<file path="config.mk">
export PLATFORM = sky130hd
export DESIGN_NAME = ialu_rvm_muldiv
export DESIGN_NICKNAME = d
export VERILOG_FILES = /design/src/rtl/ialu_rvm_pkg.sv /design/src/rtl/ialu_rvm_muldiv_iter.sv /design/src/rtl/ialu_rvm_muldiv.sv
export SDC_FILE = /design/constraint.sdc
export NUM_CORES = 1
export LEC_CHECK = 0
export ABC_AREA = 1
export CORE_UTILIZATION = 55
export CTS_CLUSTER_SIZE = 28
export DETAILED_ROUTE_END_ITERATION = 16
export GPL_ROUTABILITY_DRIVEN = 0
export PLACE_DENSITY = 0.77
export SKIP_LAST_GASP = 1
export SLEW_MARGIN = 5
export SYNTH_ARGS = -nofsm -noshare
export SYNTH_HDL_FRONTEND = slang
export SYNTH_SLANG_ARGS = --single-unit
export TNS_END_PERCENT = 1
</file>
<file path="constraint.sdc">
create_clock -name clk_i -period 3.3 [get_ports clk_i]
set_input_delay 0.66 -clock clk_i [delete_from_list [all_inputs] [get_ports clk_i]]
set_output_delay 0.66 -clock clk_i [all_outputs]
set_load 0.05 [all_outputs]
</file>
<file path="src/rtl/ialu_rvm_pkg.sv">
// Purpose: shared definitions for the IALU RVM multiply/divide responder:
//          command encodings, FSM state type and command-class helpers.
package ialu_rvm_pkg;

   localparam int unsigned CMD_W = 8;

   typedef logic [CMD_W-1:0] cmd_t;

   localparam cmd_t CMD_MUL    = cmd_t'(1);
   localparam cmd_t CMD_MULH   = cmd_t'(2);
   localparam cmd_t CMD_MULHSU = cmd_t'(3);
   localparam cmd_t CMD_MULHU  = cmd_t'(4);
   localparam cmd_t CMD_DIV    = cmd_t'(5);
   localparam cmd_t CMD_DIVU   = cmd_t'(6);
   localparam cmd_t CMD_REM    = cmd_t'(7);
   localparam cmd_t CMD_REMU   = cmd_t'(8);

   typedef enum logic [1:0] {
      ST_IDLE = 2'd0,
      ST_CALC = 2'd1,
      ST_DONE = 2'd2
   } state_e;

   function automatic logic is_mul(input cmd_t c);
      return (c == CMD_MUL) || (c == CMD_MULH) || (c == CMD_MULHSU) || (c == CMD_MULHU);
   endfunction

   function automatic logic is_div(input cmd_t c);
      return (c == CMD_DIV) || (c == CMD_DIVU) || (c == CMD_REM) || (c == CMD_REMU);
   endfunction

   function automatic logic is_rem(input cmd_t c);
      return (c == CMD_REM) || (c == CMD_REMU);
   endfunction

   function automatic logic is_signed_op1(input cmd_t c);
      return (c == CMD_MUL) || (c == CMD_MULH) || (c == CMD_MULHSU) ||
             (c == CMD_DIV) || (c == CMD_REM);
   endfunction

   function automatic logic is_signed_op2(input cmd_t c);
      return (c == CMD_MUL) || (c == CMD_MULH) || (c == CMD_DIV) || (c == CMD_REM);
   endfunction

endpackage

</file>
<file path="src/rtl/ialu_rvm_muldiv_iter.sv">
// Purpose: one-bit-per-cycle unsigned multiply / restoring-divide datapath.
//   acc holds {hi, lo}: multiply -> {partial product, remaining multiplier},
//   divide -> {partial remainder, quotient bits shifted in}.
// Ports:
//   clk_i, rst_n_i   clock, async active-low reset
//   load_i           initialise acc={0,op1}, operand b=op2, counter=XLEN-1
//   step_i           perform one iteration and decrement the counter
//   mul_i            1: shift-add multiply, 0: shift-subtract divide
//   op1_i, op2_i     unsigned magnitudes (multiplier/dividend, multiplicand/divisor)
//   acc_o            accumulator (product, or {remainder, quotient})
//   cnt_o            iteration counter
module ialu_rvm_muldiv_iter
   import ialu_rvm_pkg::*;
#(
   parameter int unsigned XLEN = 8
) (
   input  logic                     clk_i,
   input  logic                     rst_n_i,
   input  logic                     load_i,
   input  logic                     step_i,
   input  logic                     mul_i,
   input  logic [XLEN-1:0]          op1_i,
   input  logic [XLEN-1:0]          op2_i,
   output logic [2*XLEN-1:0]        acc_o,
   output logic [$clog2(XLEN)-1:0]  cnt_o
);

   localparam int unsigned PW    = 2 * XLEN;
   localparam int unsigned SW    = XLEN + 2;
   localparam int unsigned CNT_W = $clog2(XLEN);

   logic [PW-1:0]    acc_q, acc_d;
   logic [XLEN-1:0]  b_q, b_d;
   logic [CNT_W-1:0] cnt_q, cnt_d;

   logic [XLEN-1:0]  hi_c, lo_c;
   logic [XLEN:0]    a_c, bop_c;
   logic [SW-1:0]    sum_c;
   logic             ge_c;
   logic [PW-1:0]    acc_step_c;

   // Shared adder: multiply adds b when the current multiplier bit is set,
   // divide subtracts b via a + ~b + 1; the carry-out then means a >= b.
   always_comb begin
      hi_c  = acc_q[PW-1:XLEN];
      lo_c  = acc_q[XLEN-1:0];
      a_c   = mul_i ? {1'b0, hi_c} : {hi_c, lo_c[XLEN-1]};
      bop_c = mul_i ? (lo_c[0] ? {1'b0, b_q} : '0) : ~{1'b0, b_q};
      sum_c = {1'b0, a_c} + {1'b0, bop_c} + SW'(!mul_i);
      ge_c  = sum_c[SW-1];
      if (mul_i) begin
         acc_step_c = {sum_c[XLEN:0], lo_c[XLEN-1:1]};
      end else begin
         // Remainder stays below the divisor, so dropping the top bit is safe.
         acc_step_c = {(ge_c ? sum_c[XLEN-1:0] : a_c[XLEN-1:0]), lo_c[XLEN-2:0], ge_c};
      end
   end

   // Next-state for accumulator, operand and counter.
   always_comb begin
      acc_d = acc_q;
      b_d   = b_q;
      cnt_d = cnt_q;
      if (load_i) begin
         acc_d = {XLEN'(0), op1_i};
         b_d   = op2_i;
         cnt_d = CNT_W'(XLEN - 1);
      end else if (step_i) begin
         acc_d = acc_step_c;
         cnt_d = cnt_q - 1'b1;
      end
   end

   always_ff @(posedge clk_i or negedge rst_n_i) begin
      if (!rst_n_i) begin
         acc_q <= '0;
         b_q   <= '0;
         cnt_q <= '0;
      end else begin
         acc_q <= acc_d;
         b_q   <= b_d;
         cnt_q <= cnt_d;
      end
   end

   assign acc_o = acc_q;
   assign cnt_o = cnt_q;

endmodule

</file>
<file path="src/rtl/ialu_rvm_muldiv.sv">
// Purpose: IALU RVM responder computing MUL/MULH/MULHSU/MULHU/DIV/DIVU/REM/REMU
//   iteratively, with a one-cycle result-ready pulse.
// Ports:
//   clk_i, rst_n_i         clock, async active-low reset
//   ialu_rvm_cmd_vd_i      command valid (level, held until result ready)
//   ialu_cmd_i             operation code
//   ialu_main_op1_i/op2_i  operands
//   ialu_rvm_res_rdy_o     one-cycle result-valid pulse
//   ialu_main_res_o        result, zero outside the pulse
//   busy_o                 high while calculating or presenting the result
module ialu_rvm_muldiv
   import ialu_rvm_pkg::*;
#(
   parameter int unsigned SCR1_XLEN           = 8,
   parameter int unsigned SCR1_IALU_CMD_WIDTH = 8
) (
   input  logic                           clk_i,
   input  logic                           rst_n_i,
   input  logic                           ialu_rvm_cmd_vd_i,
   input  logic [SCR1_IALU_CMD_WIDTH-1:0] ialu_cmd_i,
   input  logic [SCR1_XLEN-1:0]           ialu_main_op1_i,
   input  logic [SCR1_XLEN-1:0]           ialu_main_op2_i,
   output logic                           ialu_rvm_res_rdy_o,
   output logic [SCR1_XLEN-1:0]           ialu_main_res_o,
   output logic                           busy_o
);

   localparam int unsigned XLEN  = SCR1_XLEN;
   localparam int unsigned PW    = 2 * XLEN;
   localparam int unsigned CNT_W = $clog2(XLEN);

   state_e            state_q, state_d;
   cmd_t              cmd_q;
   logic              neg_q;
   logic              fast_q;
   logic [XLEN-1:0]   fast_res_q;
   logic              rdy_q, busy_q;

   cmd_t              cmd_in_c;
   logic              sgn1_c, sgn2_c, neg_c, fast_c, supported_c;
   logic [XLEN-1:0]   op1m_c, op2m_c, fast_res_c, calc_res_c;
   logic              latch_c, load_c, step_c;
   logic [PW-1:0]     acc;
   logic [PW-1:0]     prod_c;
   logic [XLEN-1:0]   quo_c, rem_c;
   logic [CNT_W-1:0]  cnt;

   // Decode of the incoming command: magnitudes, result sign, fast path.
   always_comb begin
      cmd_in_c    = CMD_W'(ialu_cmd_i);
      sgn1_c      = is_signed_op1(cmd_in_c) & ialu_main_op1_i[XLEN-1];
      sgn2_c      = is_signed_op2(cmd_in_c) & ialu_main_op2_i[XLEN-1];
      op1m_c      = sgn1_c ? (XLEN'(0) - ialu_main_op1_i) : ialu_main_op1_i;
      op2m_c      = sgn2_c ? (XLEN'(0) - ialu_main_op2_i) : ialu_main_op2_i;
      neg_c       = is_rem(cmd_in_c) ? sgn1_c : (sgn1_c ^ sgn2_c);
      supported_c = is_mul(cmd_in_c) | is_div(cmd_in_c);
      fast_c      = !supported_c || (is_div(cmd_in_c) && (ialu_main_op2_i == '0));
      if (!supported_c) begin
         fast_res_c = '0;
      end else if (is_rem(cmd_in_c)) begin
         fast_res_c = ialu_main_op1_i;
      end else begin
         fast_res_c = '1;
      end
   end

   // FSM next-state and datapath controls.
   always_comb begin
      state_d = state_q;
      latch_c = 1'b0;
      load_c  = 1'b0;
      step_c  = 1'b0;
      case (state_q)
         ST_IDLE: begin
            if (ialu_rvm_cmd_vd_i) begin
               latch_c = 1'b1;
               if (fast_c) begin
                  state_d = ST_DONE;
               end else begin
                  load_c  = 1'b1;
                  state_d = ST_CALC;
               end
            end
         end
         ST_CALC: begin
            if (!ialu_rvm_cmd_vd_i) begin
               state_d = ST_IDLE;
            end else begin
               step_c = 1'b1;
               if (cnt == '0) begin
                  state_d = ST_DONE;
               end
            end
         end
         ST_DONE: state_d = ST_IDLE;
         default: state_d = ST_IDLE;
      endcase
   end

   always_ff @(posedge clk_i or negedge rst_n_i) begin
      if (!rst_n_i) begin
         state_q    <= ST_IDLE;
         cmd_q      <= '0;
         neg_q      <= 1'b0;
         fast_q     <= 1'b0;
         fast_res_q <= '0;
         rdy_q      <= 1'b0;
         busy_q     <= 1'b0;
      end else begin
         state_q <= state_d;
         rdy_q   <= (state_d == ST_DONE);
         busy_q  <= (state_d != ST_IDLE);
         if (latch_c) begin
            cmd_q      <= cmd_in_c;
            neg_q      <= neg_c;
            fast_q     <= fast_c;
            fast_res_q <= fast_res_c;
         end
      end
   end

   ialu_rvm_muldiv_iter #(
      .XLEN (XLEN)
   ) u_iter (
      .clk_i   (clk_i),
      .rst_n_i (rst_n_i),
      .load_i  (load_c),
      .step_i  (step_c),
      .mul_i   (is_mul(cmd_q)),
      .op1_i   (op1m_c),
      .op2_i   (op2m_c),
      .acc_o   (acc),
      .cnt_o   (cnt)
   );

   // Sign fix-up and result selection on the finished magnitudes.
   always_comb begin
      prod_c     = neg_q ? (PW'(0) - acc) : acc;
      quo_c      = neg_q ? (XLEN'(0) - acc[XLEN-1:0]) : acc[XLEN-1:0];
      rem_c      = neg_q ? (XLEN'(0) - acc[PW-1:XLEN]) : acc[PW-1:XLEN];
      calc_res_c = '0;
      case (cmd_q)
         CMD_MUL:                          calc_res_c = prod_c[XLEN-1:0];
         CMD_MULH, CMD_MULHSU, CMD_MULHU:  calc_res_c = prod_c[PW-1:XLEN];
         CMD_DIV, CMD_DIVU:                calc_res_c = quo_c;
         CMD_REM, CMD_REMU:                calc_res_c = rem_c;
         default:                          calc_res_c = '0;
      endcase
   end

   assign ialu_rvm_res_rdy_o = rdy_q;
   assign busy_o             = busy_q;
   assign ialu_main_res_o    = rdy_q ? (fast_q ? fast_res_q : calc_res_c) : '0;

endmodule

</file>
==> results.cfg <==
[run_status]
status = finished clean

[clock_network]
htreeDepth = 2
clkLatencyLatePin_ns = 0.31
clockRootBuffer = clkbuf_8
post_cts_buffers = 0
max-clock-path-buffers = 2
cts_made_buffers = 5
path_clk_slew_ns = 0.09
cts_tree = done
cts_sinks = 49

[setup_path]
worstPathRequired_ns = 3.50
cp_max_fo = 23
cp-start-kind = flip-flop
timing.rr.start = cmd_q[7]
path_class = flip-flop to flip-flop
cp.arrival_ns = 3.40
cp-end-kind = flip-flop
r2r_setup_slack_ns = 0.1
crit_path_start = cmd_q[7]

[final_layout]
fill_cells = 693
areaGrowthSynthToFinish_pct = 12.56
drive_above_1_share_pct = 7.868
nets = 741
final_util_pct = 64.69
diodes = 0

[global_routing]
gr-usage-all-layers_pct = 29.55
grt_pass1_vias = 3862
antenna_found_initial = 0
gr-total-overflow = 0
grt_max_degree = 50
grt_pass1_wl_um = 18020

[power_and_ir_drop]
ir_drop_mv = 0.3600
power.density_nw_per_um2 = 566.0
p_seq_share_pct = 32.1
swShare_pct = 47.76
intPower_uw = 1402
p_sw_uw = 1282
leakage_uw = 0.002426
p_comb_share_pct = 53.7
pwr-share-clk_pct = 14.2

[timing]
max_freq_mhz = 312.5
rsz0062_at_grt = true
worst_pin_slew_ns = 1.108
fin_skew_ns = 0.004582
hold_violations = 0
finalMaxSlewViolations = 0
setup_viol = 0
period_needed_ns = 3.200
slew-limit-headroom_pct = 26.11
holdWs_ns = 0.4493
min_period_over_period_pct = 96.97

[drt]
drc = 0
drtIter0Drc = 393
firstDrtPassIters = 7
wl_per_cell_um = 13.84
routed_wl_um = 11040
drt-vias-per-instance = 5.459
vias = 4356
detail-route-antenna-nets = 0

[synth]
synth.top_cell.area_share_pct = 29.11
synth.most_common_cell = nand2_1
synth_commonest_cells = nand2_1 (205), inv_1 (78), nand3_1 (67), nor2_1 (55), o21ai_0 (55)
ys.flop_type = dfrtp_1
yosysSeqAreaShare_pct = 29.11
synth.distinct_cells = 39
synth-edff-count = 0
syn_avg_cell_area_um2 = 6.364
ys_ff_latch = 49
syn_nets = 705
synthesis.area_um2 = 4213
async_flop_share_pct = 100.0
yosys-top-cells-area = dfrtp_1 (29%), nand2_1 (18%), nand3_1 (8.0%)
synth_warnings = 0
synth_area_leader_cell = dfrtp_1
syn_inst = 662

[die]
fp.dieW_um = 89.52
dieHeight_um = 89.52
initial_core_util_pct = 57.47
dieArea_um2 = 8014
ios = 37
core_area_um2 = 7331
rows = 31

[placed_design]
io_buffer_count = 36
dpl.hpwl_um = 8566

[min_path]
hp-class = flip-flop to flip-flop
hp-start = state_q[1]

[flow_run]
cap_violations = 0
-- registers in the layout, summed over array words and instances (netlist names) --
register / count
fast_q: 1
neg_q: 1
cmd_q: 8
u_iter.acc_o: 16
state_q: 2
fast_res_q: 8
ialu_rvm_res_rdy_o: 1
busy_o: 1
u_iter.cnt_o: 3
u_iter.b_q: 8
-- metal layers --
| metal | wire length (um) | track usage (%) | share of wire [%] |
|---|---|---|---|
| met1 | 5183 | 40.94 | 47 |
| met5 | 0 | 0 | 0 |
| met2 | 4963 | 48.30 | 45 |
| met3 | 607 | 2.862 | 5.5 |
| met4 | 287 | 10.39 | 2.6 |
-- stage by stage --
step	instances	worst slack [ns]	instance area, um2	setup TNS [ns]	power, uW
final	798	0.09985	4742	0	2684
after global routing	798	-0.2208	4742	-0.6791	2931
after CTS	798	0.0008296	4728	0	2663
after detailed placement	790	0.1562	4632	0	2279
after global placement	790	0.3240	4632	0	2237
after floorplan	662	0.4282	4213	0	1924
-- final timing paths --
path / endpoint / cells past startpoint
worst max-delay path: u_iter.acc_o[12] / 21
min in group asynchronous: cmd_q[7] / 1
worst max register to register: u_iter.acc_o[12] / 21
worst min register to register: busy_o / 1
worst min-delay path: busy_o / 1
max in group asynchronous: u_iter.acc_o[15] / 1
-- power groups by stage --
stage          clock network [uW]  logic (uW)  registers, uW
2_1_floorplan                   0        1090            830
3_3_place_gp                    0        1370            866
3_5_place_dp                    0        1410            870
4_1_cts                       385        1420            859
5_1_grt                       403        1650            880
6_report                      381        1440            862
-- placed cells by master, fill, tap and decap left out, types with 3 or more instances in the layout --
cell type / n
a21oi_1: 36
buf_4: 15
clkbuf_8: 6
clkdlybuf4s50_1: 27
clkinv_1: 3
dfrtp_1: 49
ha_1: 14
inv_1: 78
inv_2: 9
nand2_1: 205
nand2_2: 6
nand2_4: 5
nand3_1: 67
nand4_1: 4
nor2_1: 55
nor3_1: 12
o211ai_1: 3
o21ai_0: 55
o21ai_1: 13
xor2_1: 11
-- cells by family (layout without fill, tap and decap cells) --
family          count (synthesis)  after routing  synth area share, %
compound gates                118            118                15.24
xor+xnor                       12             12                2.495
fa+ha+maj                      16             16                5.108
buf+inv                       105            142                10.45
flops                          49             49                29.11
simple gates                  362            362                37.60
-- worst max-delay path, cell delays in order (launching register included) --
cell and delay [ns]:
dfrtp_1 0.40, nor2_1 0.10, nand3_1 0.09, inv_1 0.13
nand2_1 0.16, nand2_8 0.19, inv_2 0.05, nor2_1 0.12
nand2_1 0.06, o21ai_0 0.17, fa_2 0.30, inv_1 0.06
fa_1 0.41, inv_1 0.11, nand3_1 0.07, nand2_1 0.09
xor2_1 0.18, inv_1 0.06, a21oi_1 0.15, nand2_1 0.07
nand2_1 0.06, nand2_1 0.04
-- repair_timing --
item	4_1_cts	5_1_grt
setup endpoints to repair	0	10
hold buffers	0	0
resized for setup	0	3
-- area by class of cell --
cell class	count	area, um2	share of cell area (%)
Tap cell	99	123.9	2.612
Timing Repair Buffer	44	400.4	8.443
Clock inverter	2	13.76	0.2902
Multi-Input combinational cell	508	2557	53.93
Clock buffer	6	82.58	1.741
Sequential cell	49	1226	25.86
Inverter	90	337.8	7.124
Power figures use the tool's default switching activity.
==> RTL change, RTL diff (same settings) <==
Re-encode `state_e` (3 states) as one-hot, 3 bits wide.
--- a/src/rtl/ialu_rvm_pkg.sv
+++ b/src/rtl/ialu_rvm_pkg.sv
@@ -16,8 +16,8 @@
    localparam cmd_t CMD_REMU   = cmd_t'(8);
 
-   typedef enum logic [1:0] {
-      ST_IDLE = 2'd0,
-      ST_CALC = 2'd1,
-      ST_DONE = 2'd2
+   typedef enum logic [2:0] {
+      ST_IDLE = 3'b001,
+      ST_CALC = 3'b010,
+      ST_DONE = 3'b100
    } state_e;
 
Behaviour: same outputs for any inputs over 4 cycles, from zero or initial values and one cycle with rst_n_i low; so few cycles prove little.
==> RTL change against the unedited design <==
  * Largest power group unchanged
  * Global-route usage shrank 0.50 points
  * Final cell count grew 0.50%
  * Routed wire length grew 0.13%
  * Worst setup slack lost 0.014 ns
  * Power shrank 2.8%
  * Non-clock buffer count grew 3
  * Critical path type unchanged
  * Via count grew 1.5%
  * First-iteration DRC count shrank 3.6%
  * Final area grew 1.5%
  * Sequential cell count grew 1
  * Area after synthesis grew 0.36%
==> RTL change: results (changes against the unedited design) <==
The run finished with clean final reports. The final HPWL from detailed placement is 8704 um (+1.6%). The per-cell routed wire length came out at 13.79 um (-0.37%). The path type of the worst min-delay path is input port to asynchronous set/reset pin. The share of synthesized area occupied by flip-flops and latches was 29.62% (+0.52 points). The largest fanout on the critical path came out at 20 (-13%).

The number of filler cells placed in the layout is 669 (-3.5%). The tightest slew margin relative to the limit is 45.89% (+20 points). The share of cells above drive strength 1 was 8.250% (+0.38 points). The static power due to leakage came out at 2.392 nW (-1.4%). The wire length on met2 is 5047 um (+1.7%). The minimum setup slack after placement came out at 0.1469 ns (-0.009317 ns). The placed standard-cell area came to 0.004701 mm^2 (+1.5%).

The peak supply drop came to 245.2 uV (-32%). The first-pass GRT wire length is 17860 um (-0.88%). The number of nets in the final layout came out at 745 (+0.54%). The worst endpoint data arrival time is 3.42 ns (+0.02 ns). The count of different cell masters after synthesis came out at 42 (+7.7%). The net count after synthesis was 707 (+0.28%).

The detailed-routing wirelength on met1 came to 5203 um (+0.39%). The total global-route track usage came out at 29.05% (-0.50 points). The pin count of the biggest net entering global routing came out at 37 (-26%). The fraction of met3 tracks used by global routing is 4.479% (+1.6 points). The post-cts repair resize count was 1 (+1). The DRC violation total after the first TritonRoute iteration came out at 379 (-3.6%).
==> RTL change: per-stage QoR <==
step | setup TNS (ns) | std cells
2_1_floorplan | 0 | 664
3_3_place_gp | 0 | 794
3_5_place_dp | 0 | 794
4_1_cts | 0 | 802
5_1_grt | -0.9472 | 802
6_report | 0 | 802
==> RTL change: final timing paths <==
kind	from	to	slack [ns]
worst max-delay path	cmd_q[2]	u_iter.acc_o[12]	0.09
worst min-delay path	rst_n_i	ialu_rvm_res_rdy_o	0.44
worst max register to register	cmd_q[2]	u_iter.acc_o[12]	0.09
worst min register to register	u_iter.acc_o[1]	u_iter.acc_o[1]	0.49
max in group asynchronous	rst_n_i	u_iter.acc_o[4]	2.11
min in group clk_i	u_iter.acc_o[1]	u_iter.acc_o[1]	0.49
==> RTL change: area by class of cell <==
| class | count | share of cell area [%] |
|---|---|---|
| clock buffers | 6 | 1.507 |
| clock inverters | 2 | 0.7796 |
| inverters | 89 | 6.991 |
| multi-input cells | 509 | 52.65 |
| flip-flops and latches | 50 | 26.01 |
| well taps | 99 | 2.573 |
| repair buffers | 47 | 9.485 |
==> RTL change: logic make-up (layout without fill, tap and decap cells) <==
group / Yosys count / after routing / synth area share [%]
AND/OR/NAND/NOR: 363 / 363 / 36.67
AO/OA/AOI/OAI: 116 / 116 / 15.18
buffers and inverters: 105 / 144 / 10.54
flip-flops: 50 / 50 / 29.62
adder cells (fa/ha/maj): 16 / 16 / 5.090
XOR/XNOR: 14 / 14 / 2.900
==> RTL change: power by group through the flow <==
stage	clock network, mW	registers, mW	logic [mW]
after floorplan	0	0.818	0.993
after global placement	0	0.835	1.28
after detailed placement	0	0.840	1.30
after CTS	0.442	0.828	1.31
after global routing	0.465	0.847	1.52
final	0.436	0.832	1.34
